--- config.mk ---
export PLATFORM = sky130hd
export DESIGN_NAME = rc_filter_sequencer
export DESIGN_NICKNAME = d
export VERILOG_FILES = /design/src/rtl/rc_filter_pkg.sv /design/src/rtl/rc_filter_sequencer_tick_gen.sv /design/src/rtl/rc_filter_sequencer.sv
export SDC_FILE = /design/constraint.sdc
export NUM_CORES = 1
export LEC_CHECK = 0
export BUFFER_PORTS_ARGS = -buffer_cell sky130_fd_sc_hd__buf_4
export CELL_PAD_IN_SITES_DETAIL_PLACEMENT = 1
export CELL_PAD_IN_SITES_GLOBAL_PLACEMENT = 1
export CORE_MARGIN = 2
export CORE_UTILIZATION = 40
export DETAILED_ROUTE_END_ITERATION = 8
export GPL_TIMING_DRIVEN = 0
export PLACE_DENSITY_LB_ADDON = 0.1
export SYNTH_ARGS = -nofsm -noshare
export SYNTH_HDL_FRONTEND = slang
export SYNTH_HIERARCHICAL = 1
export SYNTH_SLANG_ARGS = --single-unit
--- constraint.sdc ---
create_clock -name clock -period 3 [get_ports clock]
set_clock_uncertainty 0.1 [all_clocks]
set_input_delay 0.15 -clock clock [delete_from_list [all_inputs] [get_ports clock]]
set_output_delay 0.15 -clock clock [all_outputs]
set_load 0.05 [all_outputs]
--- src/rtl/rc_filter_pkg.sv ---
// Shared definitions for the raised-cosine TX filter sequencer and its helpers.
// Holds the state encoding, default geometry and counter-width helpers.
package rc_filter_pkg;

    localparam int DEFAULT_OS   = 4;
    localparam int DEFAULT_TAPS = 6;

    typedef enum logic [1:0] {
        IDLE  = 2'd0,
        FILL  = 2'd1,
        RUN   = 2'd2,
        DRAIN = 2'd3
    } seq_state_e;

    function automatic int phaseWidth(input int os);
        return (os > 1) ? $clog2(os) : 1;
    endfunction

    function automatic int countWidth(input int taps);
        return $clog2(taps + 1);
    endfunction

endpackage

--- src/rtl/rc_filter_sequencer_tick_gen.sv ---
// Sample-rate tick divider: one tick every DIV enabled clocks, on the wrap clock itself.
// Shared with the receive-side downsampler.
module sample_tick_gen #(
    parameter int DIV = 1
) (
    input  logic clock,
    input  logic i_reset,
    input  logic i_enable,
    input  logic i_clear,
    output logic o_tick
);

    localparam int CW = (DIV > 1) ? $clog2(DIV) : 1;

    logic [CW-1:0] cnt_q, cnt_d;

    assign o_tick = i_enable && (cnt_q == CW'(DIV - 1));

    always_comb begin
        cnt_d = cnt_q;
        if (i_clear || o_tick) begin
            cnt_d = '0;
        end else if (i_enable) begin
            cnt_d = cnt_q + CW'(1);
        end
    end

    always_ff @(posedge clock or negedge i_reset) begin
        if (!i_reset) begin
            cnt_q <= '0;
        end else begin
            cnt_q <= cnt_d;
        end
    end

endmodule

--- src/rtl/rc_filter_sequencer.sv ---
// Polyphase raised-cosine TX filter sequencer: sample strobe, phase index, symbol shift
// requests, pipeline fill/drain tracking and underflow reporting.
module rc_filter_sequencer
    import rc_filter_pkg::*;
#(
    parameter int OS   = DEFAULT_OS,
    parameter int TAPS = DEFAULT_TAPS,
    parameter int DIV  = 1
) (
    input  logic                      clock,
    input  logic                      i_reset,
    input  logic                      i_enable,
    input  logic                      i_start,
    input  logic                      i_stop,
    input  logic                      i_sym_valid,
    output logic                      o_valid,
    output logic [phaseWidth(OS)-1:0] o_phase,
    output logic                      o_sym_req,
    output logic                      o_zero_sel,
    output logic                      o_out_valid,
    output logic                      o_busy,
    output logic                      o_done,
    output logic                      o_underflow
);

    localparam int PW = phaseWidth(OS);
    localparam int CW = countWidth(TAPS);

    seq_state_e    state_q, state_d;
    logic [PW-1:0] phase_q, phase_d;
    logic [CW-1:0] count_q, count_d;
    logic          stop_q, stop_d;
    logic          under_q, under_d;
    logic          out_valid_q, out_valid_d;
    logic          done_q, done_d;
    logic          busy, start_acc, tick, last_phase, sym_req, src_slot;

    assign busy       = (state_q != IDLE);
    assign start_acc  = !busy && i_enable && i_start;
    assign last_phase = (phase_q == PW'(OS - 1));
    assign sym_req    = tick && last_phase;
    assign src_slot   = (state_q == FILL) || (state_q == RUN);

    sample_tick_gen #(.DIV(DIV)) u_tick (
        .clock    (clock),
        .i_reset  (i_reset),
        .i_enable (i_enable && busy),
        .i_clear  (start_acc),
        .o_tick   (tick)
    );

    // A pending stop beats reaching TAPS in FILL, so a burst stopped early never asserts out_valid.
    always_comb begin
        state_d     = state_q;
        phase_d     = phase_q;
        count_d     = count_q;
        stop_d      = stop_q;
        under_d     = under_q;
        out_valid_d = out_valid_q;
        done_d      = i_enable ? 1'b0 : done_q;

        if (done_q && i_enable) out_valid_d = 1'b0;
        if (tick) phase_d = last_phase ? '0 : phase_q + PW'(1);
        if (i_enable && i_stop && src_slot) stop_d = 1'b1;
        if (sym_req && src_slot && !i_sym_valid) under_d = 1'b1;

        case (state_q)
            IDLE: begin
                if (start_acc) begin
                    state_d     = FILL;
                    phase_d     = '0;
                    count_d     = '0;
                    stop_d      = 1'b0;
                    under_d     = 1'b0;
                    out_valid_d = 1'b0;
                end
            end
            FILL: begin
                if (sym_req) begin
                    if (stop_q) begin
                        state_d = DRAIN;
                        count_d = '0;
                    end else if (count_q == CW'(TAPS - 1)) begin
                        state_d     = RUN;
                        out_valid_d = 1'b1;
                        count_d     = '0;
                    end else begin
                        count_d = count_q + CW'(1);
                    end
                end
            end
            RUN: begin
                if (sym_req && stop_q) begin
                    state_d = DRAIN;
                    count_d = '0;
                end
            end
            DRAIN: begin
                if (sym_req) begin
                    if (count_q == CW'(TAPS - 1)) begin
                        state_d = IDLE;
                        done_d  = 1'b1;
                    end else begin
                        count_d = count_q + CW'(1);
                    end
                end
            end
            default: state_d = IDLE;
        endcase
    end

    always_ff @(posedge clock or negedge i_reset) begin
        if (!i_reset) begin
            state_q     <= IDLE;
            phase_q     <= '0;
            count_q     <= '0;
            stop_q      <= 1'b0;
            under_q     <= 1'b0;
            out_valid_q <= 1'b0;
            done_q      <= 1'b0;
        end else begin
            state_q     <= state_d;
            phase_q     <= phase_d;
            count_q     <= count_d;
            stop_q      <= stop_d;
            under_q     <= under_d;
            out_valid_q <= out_valid_d;
            done_q      <= done_d;
        end
    end

    assign o_valid     = tick;
    assign o_phase     = phase_q;
    assign o_sym_req   = sym_req;
    assign o_zero_sel  = sym_req && ((state_q == DRAIN) || !i_sym_valid);
    assign o_out_valid = out_valid_q;
    assign o_busy      = busy;
    assign o_done      = done_q && i_enable;
    assign o_underflow = under_q;

endmodule

==> parameters.txt, run 1 <==
Parameter                              Value

Run status
  Status    completed

STA
  Slew Viols, Final    0
  Worst slew slack as a fraction of its limit    67.77%
  Maximum clock frequency    411.1 MHz
  Actual transition at the worst max-transition pin    0.4817 ns
  Final setup TNS    0 ns
  Time the worst path needs with I/O delays and setup    2.432 ns
  Fin crit share    81.08%
  Setup violation total in the final timing report    0
  Unrepaired setup endpoints after global routing    false
  Final Hold Vio Count    0

CTS
  Buffer depth of the longest clock path    2
  Clock latency on the worst-skew pair    0.28 ns
  TritonCTS clock tree    done
  Clock-pin slew on the worst setup and hold paths    0.08 ns
  Clock buffers created by TritonCTS    3
  Number of clock sinks    12
  Clock tree root driver cell    sky130_fd_sc_hd__clkbuf_4
  Post-CTS repair timing setup buffer count    0
  Count of H-tree levels built during CTS    1

Setup path
  Category of the most critical setup path    reg -> reg
  Required time of the critical path    3.07 ns
  Critical Path Sink Type    register
  Startpoint type of the worst setup path    register
  Worst Path Arrival    2.50 ns
  Maximum net fanout on the critical path    7

Power
  Final Total Pwr    1.036 mW
  Power density over the cells    1099 nW/um2
  Peak supply drop    0.5395 mV
  Static power due to leakage    0.4713 nW

Logic synthesis
  Net count after synthesis    87
  Synth Area in Adders    11.67%
  Total of warnings raised by yosys    6
  Compound-Gate Fraction of Synth Area    19.33%
  Number of synthesized register bits    12
  Leading cell types by total area after synthesis    sky130_fd_sc_hd__dfrtp_1 40%, sky130_fd_sc_hd__ha_1 12%, sky130_fd_sc_hd__a21oi_1 4.0%
  Register area share after synthesis    40.00%
  EDFF count, synth    0
  Count of mapped cells out of synthesis    74
  Share of synthesized cell area in and, or, nand and nor gates    19.00%
  Area leader, netlist    sky130_fd_sc_hd__dfrtp_1
  Post-synth ARST share    100.0%
  Mux share of post-synthesis cell area    4.333%
  Distinct cell type count of the synthesized netlist    32
  Share of Yosys cell area claimed by the top area cell type    40.00%
  Per-instance average area after synthesis    10.14 um2
  Mapped cell area    750.7 um2
  Synth Area in XOR/XNOR    1.167%
  Most common flop cell mapped by yosys    sky130_fd_sc_hd__dfrtp_1
  Dominant combinational cell family by area after synthesis    compound AO/OA/AOI/OAI gates

Routing
  Via count    613
  TritonRoute pass-1 iters    4
  Final WL    1788 um
  Number of vias per cell after detailed routing    5.151
  DR iter-0 viols    3
  Average wire per standard cell    15.03 um
  Post-DRT Antenna Nets    0
  DRC violations left    0

Global route
  Total congestion overflow after global routing    0
  Total routing usage reported by global routing    19.36%
  Global-route wire length before repair    2870 um
  Via count of the first global-routing pass    625
  Largest net degree at the start of global routing    13
  Antenna violations before repair    0

Placement
  Final GP Congestion    0.7722
  Cell total after placement    113
  HPWL Detailed    1391 um
  Placement-stage cell area    887.1 um2
  Count of buffers inserted at the top-level ports    14

Floorplan
  I/O pin cnt    15
  Die Area    2239 um2
  Die span in y    47.32 um
  Area of the core    1745 um2
  Effective utilization at floorplan    43.01%
  Number of standard-cell rows in the floorplan    15
  Die width    47.32 um

Cells and area
  Post-layout instance count excluding filler cells    119
  Number of inserted diodes    0
  Post-route standard cell area excluding fillers    943.4 um2
  P&R area growth vs syn    25.67%
  Number of nets in the finished design    108
  Fraction of layout instances using a drive strength above 1    27.66%
  Fill cell instance count of the final layout    207

Job
  MaxCap Viol Count    0

Worst hold path
  Worst hold-check path type    in -> reg
repair_timing:
item,in CTS,in global routing
endpoints found under the hold margin,13,0
resized for setup,0,0
hold buffers,2,0
stage by stage:
stage / util [%] / hold WS, ns / setup slack (ns)
after detailed placement: 50.82 / -0.09592 / 0.5708
after floorplan: - / -0.2456 / 0.4265
after global routing: 54.05 / 0.06285 / 0.4089
after global placement: 50.82 / -0.09799 / 0.6014
final: 54.05 / 0.04140 / 0.5676
after CTS: 54.05 / 0.03389 / 0.5534
logic make-up after synthesis:
family                   Yosys count
AND/OR/NAND/NOR                   23
AO/OA/AOI/OAI                     19
flip-flops                        12
buffers and inverters              9
adder cells (fa/ha/maj)            7
multiplexers                       3
XOR/XNOR                           1
critical path: stages, from the launching register on:
cell                      delay [ns]
sky130_fd_sc_hd__dfrtp_1        0.44
sky130_fd_sc_hd__inv_1          0.12
sky130_fd_sc_hd__ha_1           0.33
sky130_fd_sc_hd__nor2b_1        0.12
sky130_fd_sc_hd__and2b_2        0.24
sky130_fd_sc_hd__nand2_1        0.25
sky130_fd_sc_hd__a21oi_1        0.13
sky130_fd_sc_hd__o21ai_1        0.23
sky130_fd_sc_hd__mux2_1         0.35
path summary, 6_finish.rpt:
kind / startpoint / endpoint / slack (ns) / cells after the start
worst min-delay path: i_stop / stop_q$_DFF_PN0_ / 0.04 / 3
max in group asynchronous: i_reset / o_phase[1]$_DFF_PN0_ / 2.50 / 2
worst min register to register: count_q[2]$_DFFE_PN0P_ / count_q[2]$_DFFE_PN0P_ / 0.43 / 1
min in group asynchronous: i_reset / stop_q$_DFF_PN0_ / 0.14 / 2
worst max register to register: state_q[0]$_DFFE_PN0P_ / count_q[1]$_DFFE_PN0P_ / 0.57 / 8
worst max-delay path: state_q[0]$_DFFE_PN0P_ / count_q[1]$_DFFE_PN0P_ / 0.57 / 8
sequential cells by signal, summed over array words and instances (netlist names):
name and count:
o_out_valid 1, o_underflow 1, o_phase 2, done_q 1, u_tick/cnt_q 1, stop_q 1, count_q 3, state_q 2
metal layers:
metal | up-vias | track usage [%] | routed length (um)
met5 | - | 0 | 0
li1 | 301 | - | -
met1 | 292 | 20.89 | 762
met3 | 5 | 3.462 | 82
met4 | 0 | 11.67 | 40
met2 | 15 | 34.59 | 902
cells in the mapped netlist (all sizes together), types with 2 or more instances:
| master | count |
|---|---|
| a211oi | 2 |
| a21oi | 6 |
| a31oi | 2 |
| dfrtp | 12 |
| ha | 7 |
| inv | 8 |
| mux2 | 2 |
| nand2 | 5 |
| nor2 | 7 |
| nor2b | 3 |
| o21ai | 3 |
area by class of cell:
cell class | instances | area [um2] | area share [%]
inverters | 9 | 33.78 | 3.581
well taps | 25 | 31.28 | 3.316
clock buffers | 4 | 36.28 | 3.846
multi-input cells | 53 | 416.7 | 44.16
flip-flops and latches | 12 | 300.3 | 31.83
repair buffers | 16 | 125.1 | 13.26
where the power goes:
group,internal (mW),switching [mW]
sequential,0.213,0.0540
clock,0.0740,0.0590
combinational,0.250,0.387
total,0.537,0.500
cells in the final DEF, fill, tap and decap left out, drive strengths merged, types with 2 or more instances in the layout:
| cell | instances |
|---|---|
| clkbuf | 4 |
| a21oi | 6 |
| a211oi | 2 |
| buf | 14 |
| dfrtp | 12 |
| mux2 | 2 |
| a31oi | 2 |
| dlygate4sd3 | 2 |
| o21ai | 3 |
| nor2 | 7 |
| nand2 | 5 |
| ha | 7 |
| inv | 8 |
| nor2b | 3 |
Power figures use the tool's default switching activity.
==> run 2: changes to the inputs <==
--- a/config.mk
+++ b/config.mk
@@ -5,11 +5,12 @@
 export SDC_FILE = /design/constraint.sdc
 export NUM_CORES = 1
 export LEC_CHECK = 0
+export ABC_AREA = 1
 export BUFFER_PORTS_ARGS = -buffer_cell sky130_fd_sc_hd__buf_4
 export CELL_PAD_IN_SITES_DETAIL_PLACEMENT = 1
 export CELL_PAD_IN_SITES_GLOBAL_PLACEMENT = 1
 export CORE_MARGIN = 2
-export CORE_UTILIZATION = 40
+export CORE_UTILIZATION = 35
 export DETAILED_ROUTE_END_ITERATION = 8
 export GPL_TIMING_DRIVEN = 0
 export PLACE_DENSITY_LB_ADDON = 0.1
==> constraint.sdc (replaced) <==
create_clock -name clock -period 2.1 [get_ports clock]
set_clock_uncertainty 0.1 [all_clocks]
set_input_delay 0.105 -clock clock [delete_from_list [all_inputs] [get_ports clock]]
set_output_delay 0.105 -clock clock [all_outputs]
set_load 0.05 [all_outputs]
==> run 2 against run 1 <==
Effect of this change: global-route usage fell by 1.3 points; register-to-register slack worse by 0.36 ns; non-clock buffer count is 4 higher; clock power is 7% higher; total power rose by 45%; first-iteration DRC count increased by 130%; routed wire length rose by 10%; critical path depth is the same; hold slack got worse by 0.017 ns; via count up 21%; critical endpoint is now o_zero_sel.
==> parameters.txt, run 2 <==
Parameter                              Value

Run status
  Status    completed

STA
  Fin crit share    91.38%
  Maximum clock frequency    521.1 MHz
  Time the worst path needs with I/O delays and setup    1.919 ns
  Slew Viols, Final    0
  Worst slew slack as a fraction of its limit    80.55%
  Final-layout worst hold slack    0.02443 ns
  Unrepaired setup endpoints after global routing    false
  Final Hold Vio Count    0
  Setup violation total in the final timing report    0
  Actual transition at the worst max-transition pin    0.2898 ns

Setup path
  Category of the most critical setup path    reg -> out
  Required time of the critical path    1.89 ns
  Worst Path Arrival    1.71 ns
  Maximum cell stage delay along the critical path    0.40 ns
  Startpoint type of the worst setup path    register
  Slowest cell on the critical path    sky130_fd_sc_hd__dfrtp_1
  Critical Path Sink Type    output port
  List of cells traversed by the critical path    inv_1 -> ha_2 -> nor2_1 -> inv_2 -> nor2_4 -> nand2_4 -> a21oi_2 -> buf_4
  Maximum net fanout on the critical path    5

CTS
  TritonCTS clock tree    done
  Clock latency on the worst-skew pair    0.27 ns
  Clock-pin slew on the worst setup and hold paths    0.08 ns
  Clock buffers created by TritonCTS    3
  Clock tree root driver cell    sky130_fd_sc_hd__clkbuf_4
  Number of clock sinks    12
  Buffer depth of the longest clock path    2
  Count of H-tree levels built during CTS    1

Logic synthesis
  Most common flop cell mapped by yosys    sky130_fd_sc_hd__dfrtp_1
  EDFF count, synth    0
  Per-instance average area after synthesis    7.817 um2
  Mapped cell area    789.5 um2
  Dominant cell by count in the synthesized netlist    sky130_fd_sc_hd__nand2_1
  Distinct cell type count of the synthesized netlist    19
  Area leader, netlist    sky130_fd_sc_hd__dfrtp_1
  Net count after synthesis    114
  Number of synthesized register bits    12
  Count of mapped cells out of synthesis    101
  Share of Yosys cell area claimed by the top area cell type    38.03%
  Commonest cells in the netlist    27 x sky130_fd_sc_hd__nand2_1, 12 x sky130_fd_sc_hd__dfrtp_1, 11 x sky130_fd_sc_hd__inv_1, 7 x sky130_fd_sc_hd__ha_1
  Leading cell types by total area after synthesis    sky130_fd_sc_hd__dfrtp_1 38%, sky130_fd_sc_hd__nand2_1 13%, sky130_fd_sc_hd__ha_1 11%
  Total of warnings raised by yosys    6
  Post-synth ARST share    100.0%
  Register area share after synthesis    38.03%

Routing
  TritonRoute pass-1 iters    2
  Number of vias per cell after detailed routing    4.895
  DRC violations left    0
  Average wire per standard cell    12.93 um
  Post-DRT Antenna Nets    0
  DR iter-0 viols    7
  Via count    744
  Final WL    1966 um

Floorplan
  Number of standard-cell rows in the floorplan    17
  Die width    51.50 um
  Area of the core    2170 um2
  Effective utilization at floorplan    36.39%
  Die span in y    51.50 um
  Die Area    2652 um2
  I/O pin cnt    15

Cells and area
  Leading cell types in the layout, fill and taps excluded    27 x sky130_fd_sc_hd__nand2_1, 18 x sky130_fd_sc_hd__buf_4, 12 x sky130_fd_sc_hd__dfrtp_1
  Fraction of layout instances using a drive strength above 1    34.68%
  Most frequent standard cell in the layout excluding fill and tap cells    sky130_fd_sc_hd__nand2_1
  Largest register by flop count    count_q
  P&R area growth vs syn    29.95%
  Number of nets in the finished design    139
  Number of flip-flops under the largest register name    3
  Post-layout instance count excluding filler cells    152
  Number of inserted diodes    0

Global route
  Total congestion overflow after global routing    0
  Total routing usage reported by global routing    18.03%
  Antenna violations before repair    0
  Global-route wire length before repair    3477 um
  Largest net degree at the start of global routing    13
  Via count of the first global-routing pass    765

Placement
  Count of buffers inserted at the top-level ports    14
  Cell total after placement    143
  Final GP Congestion    0.7886
  HPWL Detailed    1554 um

Power
  Peak supply drop    0.8366 mV
  Static power due to leakage    0.5592 nW
  Power density over the cells    1462 nW/um2
  Final Total Pwr    1.500 mW

Job
  MaxCap Viol Count    0

Worst hold path
  Worst hold-check path type    in -> reg
run 2: report_power, final:
part / switching (mW) / total, mW / internal (mW)
Sequential: 0.0652 / 0.371 / 0.306
Clock: 0.0756 / 0.142 / 0.0662
Combinational: 0.634 / 0.987 / 0.353
run 2: routing by layer:
metal / vias up / part of all wire (%) / global-route usage, %
met4: 0 / 0.86 / 6.579
met1: 370 / 46 / 23.30
met5: - / 0 / 0
met3: 2 / 2.4 / 3.448
met2: 6 / 51 / 29.91
li1: 366 / - / -
run 2: final cells by class:
cell class,instances,area (um2)
Clock buffer,3,22.52
Fill cell,292,1144
Inverter,16,65.06
Multi-Input combinational cell,73,447.9
Sequential cell,12,300.3
Tap cell,28,35.03
Timing Repair Buffer,20,155.1
run 2: through the flow:
| step | cell area [um2] | setup slack [ns] | setup TNS (ns) | utilization (%) |
|---|---|---|---|---|
| final | 1026 | 0.1809 | 0 | 47.29 |
| after CTS | 1008 | 0.07875 | 0 | 46.48 |
| after detailed placement | 950.9 | 0.1264 | 0 | 43.83 |
| after global placement | 950.9 | 0.1583 | 0 | 43.83 |
| after floorplan | 810.8 | -0.0007729 | -0.0007729 | - |
| after global routing | 1026 | 0.05683 | 0 | 47.29 |
run 2: path summary, 6_finish.rpt:
| path | startpoint | endpoint | slack [ns] | cells after the start |
|---|---|---|---|---|
| worst min-delay path | i_enable | stop_q$_DFF_PN0_ | 0.02 | 3 |
| worst min register to register | done_q$_DFF_PN0_ | done_q$_DFF_PN0_ | 0.40 | 2 |
| worst max register to register | state_q[1]$_DFFE_PN0P_ | state_q[1]$_DFFE_PN0P_ | 0.21 | 12 |
| max in group asynchronous | i_reset | state_q[0]$_DFFE_PN0P_ | 1.62 | 2 |
| min in group asynchronous | i_reset | o_phase[1]$_DFF_PN0_ | 0.11 | 2 |
| worst max-delay path | state_q[1]$_DFFE_PN0P_ | o_zero_sel | 0.18 | 8 |
run 2: logic make-up after synthesis:
logic type,synth area share (%)
and+or+nand+nor,33.44
buffers and inverters,7.607
DFF,38.04
AOI/OAI and AO/OA,7.449
adders and majority gates,11.09
xor gates and xnor gates,1.110
muxes,1.268
run 2: critical path: cells and delay by family (launching register included):
kind	cells	cell delay, ns
AO/OA/AOI/OAI	1	0.11
flip-flops	1	0.40
buffers and inverters	3	0.35
AND/OR/NAND/NOR	3	0.37
adder cells (fa/ha/maj)	1	0.22
run 2: timing repair:
| action | 4_1_cts | 5_1_grt |
|---|---|---|
| pin swaps | 1 | 0 |
| hold endpoints to repair | 13 | 0 |
| gates resized for setup | 0 | 1 |
| setup endpoints to repair | 2 | 5 |
| setup buffers | 2 | 2 |
| hold buffers | 2 | 0 |
